### src/rtl/keypad_pkg.sv
// Shared types and sizing helpers for the keypad encoder.
package keypad_pkg;

    typedef enum logic [1:0] {
        ST_IDLE,
        ST_DEBOUNCE,
        ST_PRESSED,
        ST_RELEASE
    } key_state_e;

    // Width of a binary key index; never narrower than one bit.
    function automatic int code_width(input int num_keys);
        return (num_keys > 1) ? $clog2(num_keys) : 1;
    endfunction

endpackage

### src/rtl/sync_2ff.sv
// Two-flop synchronizer for a vector of independent asynchronous lines.
module sync_2ff #(
    parameter int WIDTH = 1
) (
    input  logic             clk,
    input  logic             rst,
    input  logic [WIDTH-1:0] async_data,
    output logic [WIDTH-1:0] sync_data
);

    logic [WIDTH-1:0] meta;

    // NOTE: reset is synchronous, so it is sampled inside the clocked block and nowhere else.
    always_ff @(posedge clk) begin
        if (rst) begin
            meta      <= '0;
            sync_data <= '0;
        end else begin
            meta      <= async_data;
            sync_data <= meta;
        end
    end

endmodule

### src/rtl/keypad_encoder.sv
// Debounced one-key-at-a-time keypad encoder with a valid/ready event output,
// held and multi-key status, and a sticky overrun flag.
module keypad_encoder
    import keypad_pkg::*;
#(
    parameter int  NUM_KEYS        = 10,
    parameter int  DEBOUNCE_CYCLES = 4,
    localparam int CODE_W          = code_width(NUM_KEYS)
) (
    input  logic                clk,
    input  logic                rst,
    input  logic [NUM_KEYS-1:0] key_i,
    output logic [CODE_W-1:0]   code_o,
    output logic                valid_o,
    input  logic                ready_i,
    output logic                held_o,
    output logic                multi_o,
    output logic                overrun_o,
    input  logic                clear_i
);

    localparam int               CNT_W      = $clog2(DEBOUNCE_CYCLES + 1);
    localparam int               LAST_COUNT = (DEBOUNCE_CYCLES > 1) ? DEBOUNCE_CYCLES - 2 : 0;
    localparam logic [CNT_W-1:0] CNT_LAST   = CNT_W'(LAST_COUNT);
    localparam logic [CNT_W-1:0] CNT_MAX    = '1;

    function automatic int unsigned popcount(input logic [NUM_KEYS-1:0] vec);
        int unsigned n;
        n = 0;
        for (int k = 0; k < NUM_KEYS; k++) begin
            if (vec[k]) n++;
        end
        return n;
    endfunction

    function automatic logic [CODE_W-1:0] onehot_to_bin(input logic [NUM_KEYS-1:0] vec);
        logic [CODE_W-1:0] idx;
        idx = '0;
        for (int k = 0; k < NUM_KEYS; k++) begin
            if (vec[k]) idx |= CODE_W'(k);
        end
        return idx;
    endfunction

    logic [NUM_KEYS-1:0] ksync;
    logic [NUM_KEYS-1:0] captured, captured_next;
    logic [CNT_W-1:0]    count, count_next, count_inc;
    key_state_e          state, state_next;
    logic                one_hot, all_zero, last_sample;
    logic                fire, drop;
    logic [CODE_W-1:0]   event_code;

    sync_2ff #(.WIDTH(NUM_KEYS)) u_sync (
        .clk        (clk),
        .rst        (rst),
        .async_data (key_i),
        .sync_data  (ksync)
    );

    assign one_hot   = (popcount(ksync) == 1);
    assign all_zero  = (ksync == '0);
    assign multi_o   = (popcount(ksync) > 1);
    assign held_o    = (state == ST_PRESSED) || (state == ST_RELEASE);
    assign count_inc = (count == CNT_MAX) ? count : count + 1'b1;
    // The entry sample counts as the first stable one, so the last is at count D-2.
    assign last_sample = (count >= CNT_LAST);

    always_ff @(posedge clk) begin
        if (rst) begin
            state    <= ST_IDLE;
            count    <= '0;
            captured <= '0;
        end else begin
            state    <= state_next;
            count    <= count_next;
            captured <= captured_next;
        end
    end

    // NOTE: every output of this block is defaulted first, so no path leaves a latch.
    always_comb begin
        state_next    = state;
        count_next    = count;
        captured_next = captured;
        fire          = 1'b0;
        case (state)
            ST_IDLE: begin
                if (one_hot) begin
                    captured_next = ksync;
                    count_next    = '0;
                    if (DEBOUNCE_CYCLES == 1) begin
                        state_next = ST_PRESSED;
                        fire       = 1'b1;
                    end else begin
                        state_next = ST_DEBOUNCE;
                    end
                end
            end
            ST_DEBOUNCE: begin
                if (ksync != captured) begin
                    state_next = ST_IDLE;
                end else if (last_sample) begin
                    state_next = ST_PRESSED;
                    fire       = 1'b1;
                end else begin
                    count_next = count_inc;
                end
            end
            ST_PRESSED: begin
                if (all_zero) begin
                    count_next = '0;
                    state_next = (DEBOUNCE_CYCLES == 1) ? ST_IDLE : ST_RELEASE;
                end
            end
            ST_RELEASE: begin
                if (!all_zero) begin
                    state_next = ST_PRESSED;
                end else if (last_sample) begin
                    state_next = ST_IDLE;
                end else begin
                    count_next = count_inc;
                end
            end
            default: state_next = ST_IDLE;
        endcase
    end

    assign event_code = onehot_to_bin(captured_next);
    assign drop       = fire && valid_o && !ready_i;

    always_ff @(posedge clk) begin
        if (rst) begin
            valid_o   <= 1'b0;
            code_o    <= '0;
            overrun_o <= 1'b0;
        end else begin
            if (fire && !drop) begin
                valid_o <= 1'b1;
                code_o  <= event_code;
            end else if (valid_o && ready_i) begin
                valid_o <= 1'b0;
            end
            if (drop) begin
                overrun_o <= 1'b1;
            end else if (clear_i) begin
                overrun_o <= 1'b0;
            end
        end
    end

endmodule

### config.mk
export PLATFORM = sky130hd
export DESIGN_NAME = keypad_encoder
export DESIGN_NICKNAME = d
export VERILOG_FILES = /design/src/rtl/keypad_pkg.sv /design/src/rtl/sync_2ff.sv /design/src/rtl/keypad_encoder.sv
export SDC_FILE = /design/constraint.sdc
export NUM_CORES = 1
export LEC_CHECK = 0
export BUFFER_PORTS_ARGS = -buffer_cell sky130_fd_sc_hd__buf_2
export CAP_MARGIN = 20
export CORE_UTILIZATION = 50
export CTS_CLUSTER_SIZE = 24
export DETAILED_ROUTE_END_ITERATION = 8
export PLACE_DENSITY = 0.69
export SYNTH_ARGS = -nofsm -noshare
export SYNTH_HDL_FRONTEND = slang
export SYNTH_SLANG_ARGS = --single-unit
### constraint.sdc
create_clock -name clk -period 7.6 [get_ports clk]
set_input_delay 1.52 -clock clk [delete_from_list [all_inputs] [get_ports clk]]
set_output_delay 1.52 -clock clk [all_outputs]
set_load 0.02 [all_outputs]
# ---- After elaboration in Yosys (flattened, before gate mapping)
# Cells that the tools add are included.
dict set report classes {
  n_eq_ne 12
  n_reduce_logical 14
  mux 42
  order_cmp 2
  add_sub_neg 10
}
# op n
set ops {}
lappend ops {{$add 32x1->32 const B} 9}
lappend ops {{$mux 32} 9}
lappend ops {{$eq 32x1->1 const B} 1}
lappend ops {{$gt 32x1->1 const B} 1}
lappend ops {{$mux 3} 10}
lappend ops {{$mux 10} 2}
lappend ops {{$mux 2} 8}
lappend ops {{$pmux 3 s4} 1}
lappend ops {{$logic_not 10->1} 1}
lappend ops {{$ne 10x10->1} 1}
lappend ops {{$mux 1} 9}
lappend ops {{$mux 4} 2}
lappend ops {{$ne 2x2->1 const B} 4}
lappend ops {{$pmux 2 s4} 1}
lappend ops {{$reduce_and 4->1} 2}
lappend ops {{$ne 3x3->1 const B} 2}
lappend ops {{$eq 2x2->1 const B} 2}
lappend ops {{$logic_and 1x1->1} 4}
lappend ops {{$reduce_bool 2->1} 2}
lappend ops {{$add 3x1->3 const B} 1}
lappend ops {{$eq 3x3->1 const B} 1}
lappend ops {{$ge 3x2->1 const B} 1}
lappend ops {{$eq 2x1->1 const B} 1}
lappend ops {{$logic_not 1->1} 2}
lappend ops {{3 further kinds} 3}
dict set report totals {
  wordCells 89
  regBits 41
  inputBits 14
}

# ---- Depth between registers and ports, before layout
# Gate-level depths: netlist (run 1).
dict set report logic_depth {
  depth_word 31
  mapped_depth 34
  depth_no_buf 33
}

# ---- Modules after synthesis
# A second synthesis (run 1) with hierarchy kept.
dict set report unflattened {
  cells_unflattened 321
  area_unflattened_um2 2902.8
}
# mod cells_each n_inst seq_area_each_um2 area_per_inst_um2
set by_module_without_submodules {}
lappend by_module_without_submodules {keypad_encoder 279 1 420.4 2284.7}
lappend by_module_without_submodules {sync_2ff 42 1 400.4 618.1}

# ---- Worst setup path after synthesis (run 1)
# Ideal clock, no wire load.
dict set report synth_path {
  path_type {flip-flop to output port}
  from {register u_sync.sync_data[0]}
  to {output port multi_o}
  required_time_ns 6.080
  stages_incl_launch_ff 31
  arrival_ns 4.813
  n_path_buf 1
  setup_slack_ns 1.267
  path_cell_list {dfxtp_1 inv_1 ha_1 buf_6 xnor2_1 nor2_1 a31oi_1 ha_1 inv_1 a32oi_1 nand2_2 inv_2 ha_1 nand2_1 o21ai_0 ha_1 nand2_1 o221ai_1 ha_1 nand2_1 o21ai_0 a31oi_1 o21ai_1 ha_1 mux2_2 ha_1 inv_1 nand2_1 a211o_1 o21ai_0 nand3_1}
}
dict set report synth_via {
  elab_chain_cells 20
}
# item line
set synth_rtl {}
lappend synth_rtl {{start, declared} sync_2ff.sv:8} ;# output logic [WIDTH-1:0] sync_data
lappend synth_rtl {{start signal, assigned} sync_2ff.sv:20} ;# sync_data <= meta;
lappend synth_rtl {{$mux 1 *} keypad_encoder.sv:31} ;# if (vec[k]) n++;
lappend synth_rtl {{$add 32x1->32} keypad_encoder.sv:31}
lappend synth_rtl {{$mux 32 *} keypad_encoder.sv:31}
lappend synth_rtl {{$add 32x1->32} keypad_encoder.sv:31}
lappend synth_rtl {{$mux 32 *} keypad_encoder.sv:31}
lappend synth_rtl {{$add 32x1->32} keypad_encoder.sv:31}
lappend synth_rtl {{$mux 32 *} keypad_encoder.sv:31}
lappend synth_rtl {{$add 32x1->32} keypad_encoder.sv:31}
lappend synth_rtl {{(+4 left out)} n/a}
lappend synth_rtl {{$mux 32 *} keypad_encoder.sv:31}
lappend synth_rtl {{$add 32x1->32} keypad_encoder.sv:31}
lappend synth_rtl {{$mux 32 *} keypad_encoder.sv:31}
lappend synth_rtl {{$add 32x1->32} keypad_encoder.sv:31}
lappend synth_rtl {{$mux 32 *} keypad_encoder.sv:31}
lappend synth_rtl {{$add 32x1->32} keypad_encoder.sv:31}
lappend synth_rtl {{$mux 32 *} keypad_encoder.sv:31}
lappend synth_rtl {{$gt 32x1->1 *} keypad_encoder.sv:62} ;# assign multi_o = (popcount(ksync) > 1);
lappend synth_rtl {{end, declared} keypad_encoder.sv:17} ;# output logic multi_o,
# Every way passes the cells marked *; elsewhere a longest branch is shown, timed or not.

# ---- Final worst setup path (run 1)
# Ends and elaborated chain as after synthesis.

==> impl_metrics.tcl, run 1 <==
set metrics [dict create \
    post-cts-setup-buffers 0 \
    grt_pass1_vias 1842 \
    crit_path_end_kind "primary output" \
    critical_path.slowest_cell "dfxtp_1" \
    via_count 2079 \
    rsz0062_at_grt "no" \
    die_area_mm2 0.005626 \
    syn_to_final_growth_pct 8.498 \
    post_cts_resized 0 \
    synth_common_cells "41 x dfxtp_1, 23 x nor2b_1, 20 x nor2_1" \
    portBuffers 21 \
    drtIter0Drc 138 \
    yosysUniqueCellTypes 61 \
    post-route-period-util_pct 93.07 \
    cp_slowest_stage_delay_ns 0.40 \
    p_int_w 0.0003874 \
    grt_start_max_net_pins 50 \
    path_clk_slew_ns 0.08 \
    ctsHoldBuffers 0 \
    drc_errors 0 \
    syn_inst 306 \
    initial_core_util_pct 52.18 \
    cts_sinks 41 \
    syn-num-nets 332 \
    finalSetupViolCount 0 \
    rows 26 \
    swShare_pct 31.00 \
    period_minus_slack_ns 7.073 \
    fin_skew_ns 0.005041 \
    p_switching_w 0.0001741 \
    grt_usage_pct 19.21 \
    io_pins 22 \
    cp_data_required_time_ns 6.08 \
    cts_made_buffers 5 \
    wl_um 4992 \
    relSlewSlack_pct 38.67 \
    hold_path.class "reg2reg" \
    worst_hold_slack_ns 0.4394 \
    final_util_pct 56.61 \
    syn_area_mm2 0.002665 \
    clk_path_buf_depth 2 \
    overflow 0 \
    leakagePower_nw 1.178 \
    core_mm2 0.005107 \
    path_class "reg2out" \
    maxClockFrequency_mhz 141.4 \
    synth.area.top_cells "dfxtp_1 31%, xor2_1 6.2%, ha_1 5.6%" \
    synth_edf_count 0 \
    placedCellCount 379 \
    regArea_um2 822.0 \
    power-per-cell-area_mw_per_mm2 194.2 \
    first_pass_iters 4 \
    grt_busiest_layer "met2" \
    synth_top_area_cell "dfxtp_1" \
    dp_hpwl_um 3662 \
    multi_input_area_mm2 0.001717 \
    arrival_ns 5.55 \
    ys_async_sr_fraction_pct 0 \
    ys_ff_latch 41 \
    cts_tree "yes" \
    worst_pin_slew_ns 0.8944 \
    nets 342 \
    hold_viol 0 \
    cpMostUsedCell "ha_1" \
    drive_above_1_share_pct 15.77 \
    outcome "completed" \
    power_frac_comb_pct 25.2 \
    grt_pass1_wl_um 8155 \
    antenna_found_initial 0 \
    drv_cap 0 \
    viasPerCell 5.372 \
    die_w_um 75.01 \
    use_met2_pct 32.13 \
    slew_viol_final 0 \
    final_cells 387 \
    synth_flop_cell "dfxtp_1" \
    worstSkewPairLatency_ns 0.30 \
    ir_worst_vdd_uv 183.4 \
    clockPowerShare_pct 31.2 \
    syn_avg_cell_area_um2 8.709 \
    seq_power_share_pct 43.7 \
    nFillCells 475 \
    die_y_um 75.01 \
    h-tree-depth 2 \
    cp_max_fo 5 \
    synth_warnings 0 \
    use_met1_pct 25.17 \
    gp_congestion 0.8628 \
    wl_per_cell_um 12.90 \
    netlist.area_leader.share_pct 30.80 \
    reg2reg_slack_ns 0.91 \
    grt_use_met3_pct 2.410 \
    seq_area_frac_synth_pct 30.80 \
    finalSetupTns_ns 0 \
    start_kind "flop" \
    cts_root_buf "clkbuf_8" \
    n_antenna_cell 0 \
    antenna_left 0 \
    synth.most_common_cell "dfxtp_1" \
]
final cells by class:
cell class | instances | area share (%)
Multi-Input combinational cell | 235 | 59.37
Inverter | 12 | 1.558
Timing Repair Buffer | 21 | 3.635
Sequential cell | 41 | 28.43
Tap cell | 70 | 3.029
Clock buffer | 5 | 2.380
Clock inverter | 3 | 1.601
worst paths after layout:
kind / startpoint / to / cells after the start
worst min-delay path: u_sync.meta[5]$_SDFF_PP0_ / u_sync.sync_data[5]$_SDFF_PP0_ / 1
worst min register to register: u_sync.meta[5]$_SDFF_PP0_ / u_sync.sync_data[5]$_SDFF_PP0_ / 1
worst max-delay path: u_sync.sync_data[0]$_SDFF_PP0_ / multi_o / 31
worst max register to register: u_sync.sync_data[0]$_SDFF_PP0_ / captured[9]$_SDFF_PP0_ / 33
power groups by stage:
stage | Combinational (W) | Sequential, W | Clock, W
after global placement | 0.000139 | 0.000249 | 0
after CTS | 0.000141 | 0.000244 | 0.000180
after floorplan | 0.000125 | 0.000237 | 0
after global routing | 0.000157 | 0.000247 | 0.000188
after detailed placement | 0.000140 | 0.000249 | 0
final | 0.000141 | 0.000245 | 0.000175
routing by layer:
metal | part of all wire (%) | wire [um] | up-vias
li1 | - | - | 1086
met1 | 48 | 2402 | 947
met2 | 47 | 2360 | 38
met3 | 3.0 | 149 | 8
met4 | 1.6 | 80 | 0
met5 | 0 | 0 | -
placed cells by master (no fill, tap or decap), types with 5 or more instances in the layout:
cell	instances
dfxtp_1	40
nor2b_1	23
buf_2	21
nor2_1	20
xor2_1	19
nand2b_1	18
nand2_1	15
a21oi_1	15
inv_1	11
ha_1	10
nand3_1	9
o21ai_0	9
mux2i_1	9
xnor2_1	8
or4_1	5
clkbuf_8	5
sequential cells by signal, indices dropped and copies added, names as in the netlist:
name / count
valid_o: 1
count: 3
overrun_o: 1
u_sync.sync_data: 10
state: 2
code_o: 4
captured: 10
u_sync.meta: 10
per-stage QoR:
| step | instance area, um^2 | power [W] | setup slack, ns |
|---|---|---|---|
| after floorplan | 2665 | 0.0003621 | 1.267 |
| after global placement | 2760 | 0.0003881 | 0.8710 |
| after detailed placement | 2760 | 0.0003890 | 0.7286 |
| after CTS | 2875 | 0.0005648 | 0.3611 |
| after global routing | 2892 | 0.0005928 | 0.06315 |
| final | 2892 | 0.0005614 | 0.5267 |
worst max-delay path, delay by kind of cell, from the launching register on:
| family | cells | cell delay, ns |
|---|---|---|
| fa+ha+maj | 7 | 2.01 |
| compound gates | 9 | 1.12 |
| simple gates | 7 | 0.58 |
| xor+xnor | 1 | 0.14 |
| flops | 1 | 0.40 |
| mux | 2 | 0.48 |
| buf+inv | 5 | 0.52 |
logic make-up (layout without fill, tap and decap cells):
kind of cell	after synthesis	count (layout)	synth area share [%]
xor gates and xnor gates	33	33	12.96
buffers and inverters	30	41	5.352
adders and majority gates	13	13	6.009
AOI/OAI and AO/OA	54	54	13.24
muxes	11	11	4.648
and+or+nand+nor	124	124	27.00
DFF	41	41	30.80
Note: power is estimated with default switching activity, not from simulation.
==> run 2, diff against run 1 <==
- BUFFER_PORTS_ARGS: -buffer_cell sky130_fd_sc_hd__buf_2 -> -buffer_cell sky130_fd_sc_hd__clkbuf_2
==> run 2 against run 1 <==
  * Non-clock buffer count stayed put
  * Critical path depth did not move
  * Clock-buffer cell count did not move
  * Critical path type unchanged
  * Largest cell class unchanged
  * Largest power group unchanged
==> impl_metrics.tcl, run 2 (synthesized netlist as in run 1, its figures left out) <==
set metrics [dict create \
    grt_pass1_vias 1790 \
    ctsHoldBuffers 0 \
    worstSkewPairLatency_ns 0.29 \
    wl_um 5101 \
    hold_path_end "u_sync.sync_data[4]$_SDFF_PP0_" \
    drive_above_1_share_pct 15.77 \
    maxClockFrequency_mhz 140.8 \
    hold_path.class "reg2reg" \
    die_w_um 75.01 \
    core_mm2 0.005107 \
    clk_path_buf_depth 2 \
    drtIter0Drc 70 \
    cts_tree "yes" \
    die_area_mm2 0.005626 \
    start_kind "flop" \
    dp_hpwl_um 3741 \
    hold_depth 1 \
    placedCellCount 379 \
    ir_worst_vdd_uv 168.6 \
    final_util_pct 56.12 \
    antenna_found_initial 0 \
    gp_congestion 0.8958 \
    cp_max_fo 5 \
    syn_to_final_growth_pct 7.559 \
    hold_path_startpoint "u_sync.meta[4]$_SDFF_PP0_" \
    final_cells 387 \
    regArea_um2 822.0 \
    drv_cap 0 \
    placed_area_mm2 0.002760 \
    n_antenna_cell 0 \
    power-per-cell-area_mw_per_mm2 185.1 \
    period_minus_slack_ns 7.100 \
    path_class "reg2out" \
    die_y_um 75.01 \
    path_clk_slew_ns 0.08 \
    grt_pass1_wl_um 8211 \
    cts_sinks 41 \
    reg_top3 "captured x10, u_sync.meta x10, u_sync.sync_data x10" \
    cts_root_buf "clkbuf_8" \
    cp_slowest_stage_delay_ns 0.40 \
    grt_usage_pct 19.27 \
    cp_data_required_time_ns 6.08 \
    final_cell_mix "40 x dfxtp_1, 23 x nor2b_1, 21 x clkbuf_2" \
    cts_made_buffers 5 \
    first_pass_iters 4 \
    leakagePower_nw 1.165 \
    reg2reg_from "u_sync.sync_data[0]$_SDFF_PP0_" \
    cpMostUsedCell "ha_1" \
    power.total_w 0.0005305 \
    portBuffers 21 \
    multi_input_area_mm2 0.001717 \
    design_area_mm2 0.002867 \
    worst_pin_slew_ns 0.8309 \
    rr_endpoint "captured[2]$_SDFF_PP0_" \
    crit_path_end_kind "primary output" \
    layout_commonest_cell "dfxtp_1" \
    arrival_ns 5.58 \
    r2r_cells 33 \
    reg2reg_slack_ns 0.86 \
    nets 342 \
    finalSetupViolCount 0 \
    post-cts-setup-buffers 0 \
    nFillCells 489 \
    rsz0062_at_grt "no" \
    hold_viol 0 \
    grt_start_max_net_pins 50 \
    overflow 0 \
    io_pins 22 \
    outcome "completed" \
    finalSetupTns_ns 0 \
    fin_skew_ns 0.001934 \
    drc_errors 0 \
    post-route-period-util_pct 93.42 \
    slew_viol_final 0 \
    via_count 2114 \
    relSlewSlack_pct 43.02 \
    initial_core_util_pct 52.18 \
    h-tree-depth 2 \
    wl_per_cell_um 13.18 \
    critical_path.slowest_cell "dfxtp_1" \
    antenna_left 0 \
    viasPerCell 5.463 \
    rows 26 \
]
## run 2: cell types whose count changed in the layout (fill, tap and decap cells not counted)
cell | before | now
clkinv_4 | 1 | 0
buf_2 | 21 | 0
bufinv_16 | 1 | 0
inv_6 | 0 | 1
clkinv_2 | 0 | 1
clkbuf_2 | 0 | 21
## run 2: through the flow
stage | setup WS [ns] | hold WS (ns)
finish | 0.4998 | 0.4400
global route | 0.02812 | 0.4571
CTS | 0.3368 | 0.4451
detailed placement | 0.6862 | 0.4233
global placement | 0.8727 | 0.4198
floorplan | 1.267 | 0.4138
## run 2: worst max path at each step
stage                                              start  endpoint  slack [ns]  cells after the start
after global placement    u_sync.sync_data[0]$_SDFF_PP0_   multi_o        0.87                     30
after global routing      u_sync.sync_data[0]$_SDFF_PP0_   multi_o        0.03                     31
after CTS                 u_sync.sync_data[0]$_SDFF_PP0_   multi_o        0.34                     30
final                     u_sync.sync_data[0]$_SDFF_PP0_   multi_o        0.50                     31
after detailed placement  u_sync.sync_data[0]$_SDFF_PP0_   multi_o        0.69                     30
after floorplan           u_sync.sync_data[0]$_SDFF_PP0_   multi_o        1.27                     30
## run 2: what timing repair did
item | in CTS | in global routing
resized for setup | 0 | 4
hold endpoints to repair | 0 | 0
endpoints found under the setup margin | 0 | 1
## run 2: layout make-up
class                           count  area share [%]
Multi-Input combinational cell    235           59.89
Sequential cell                    41           28.68
Timing Repair Buffer               21           3.667
Tap cell                           70           3.055
Clock buffer                        5           2.401
Inverter                           12           1.571
Clock inverter                      3          0.7420
## run 2: per-layer routing
metal / share of wire, % / GRT usage, %
met3: 3.9 / 4.953
met2: 46 / 31.53
met1: 48 / 24.52
met4: 1.9 / 7.128
met5: 0 / 0
## run 2: worst max-delay path: cells and delay by family (launching register included)
kind | cells | cell delay (ns)
flip-flops | 1 | 0.40
AND/OR/NAND/NOR | 7 | 0.60
XOR/XNOR | 1 | 0.14
buffers and inverters | 5 | 0.52
AO/OA/AOI/OAI | 9 | 1.15
multiplexers | 2 | 0.48
adder cells (fa/ha/maj) | 7 | 2.01
## run 2: power breakdown
part / switching, W / internal (W) / leakage (nW)
clock: 0.0000772 / 0.0000651 / 0.0445
combinational: 0.0000800 / 0.0000633 / 0.784
sequential: 0.0000190 / 0.000226 / 0.336
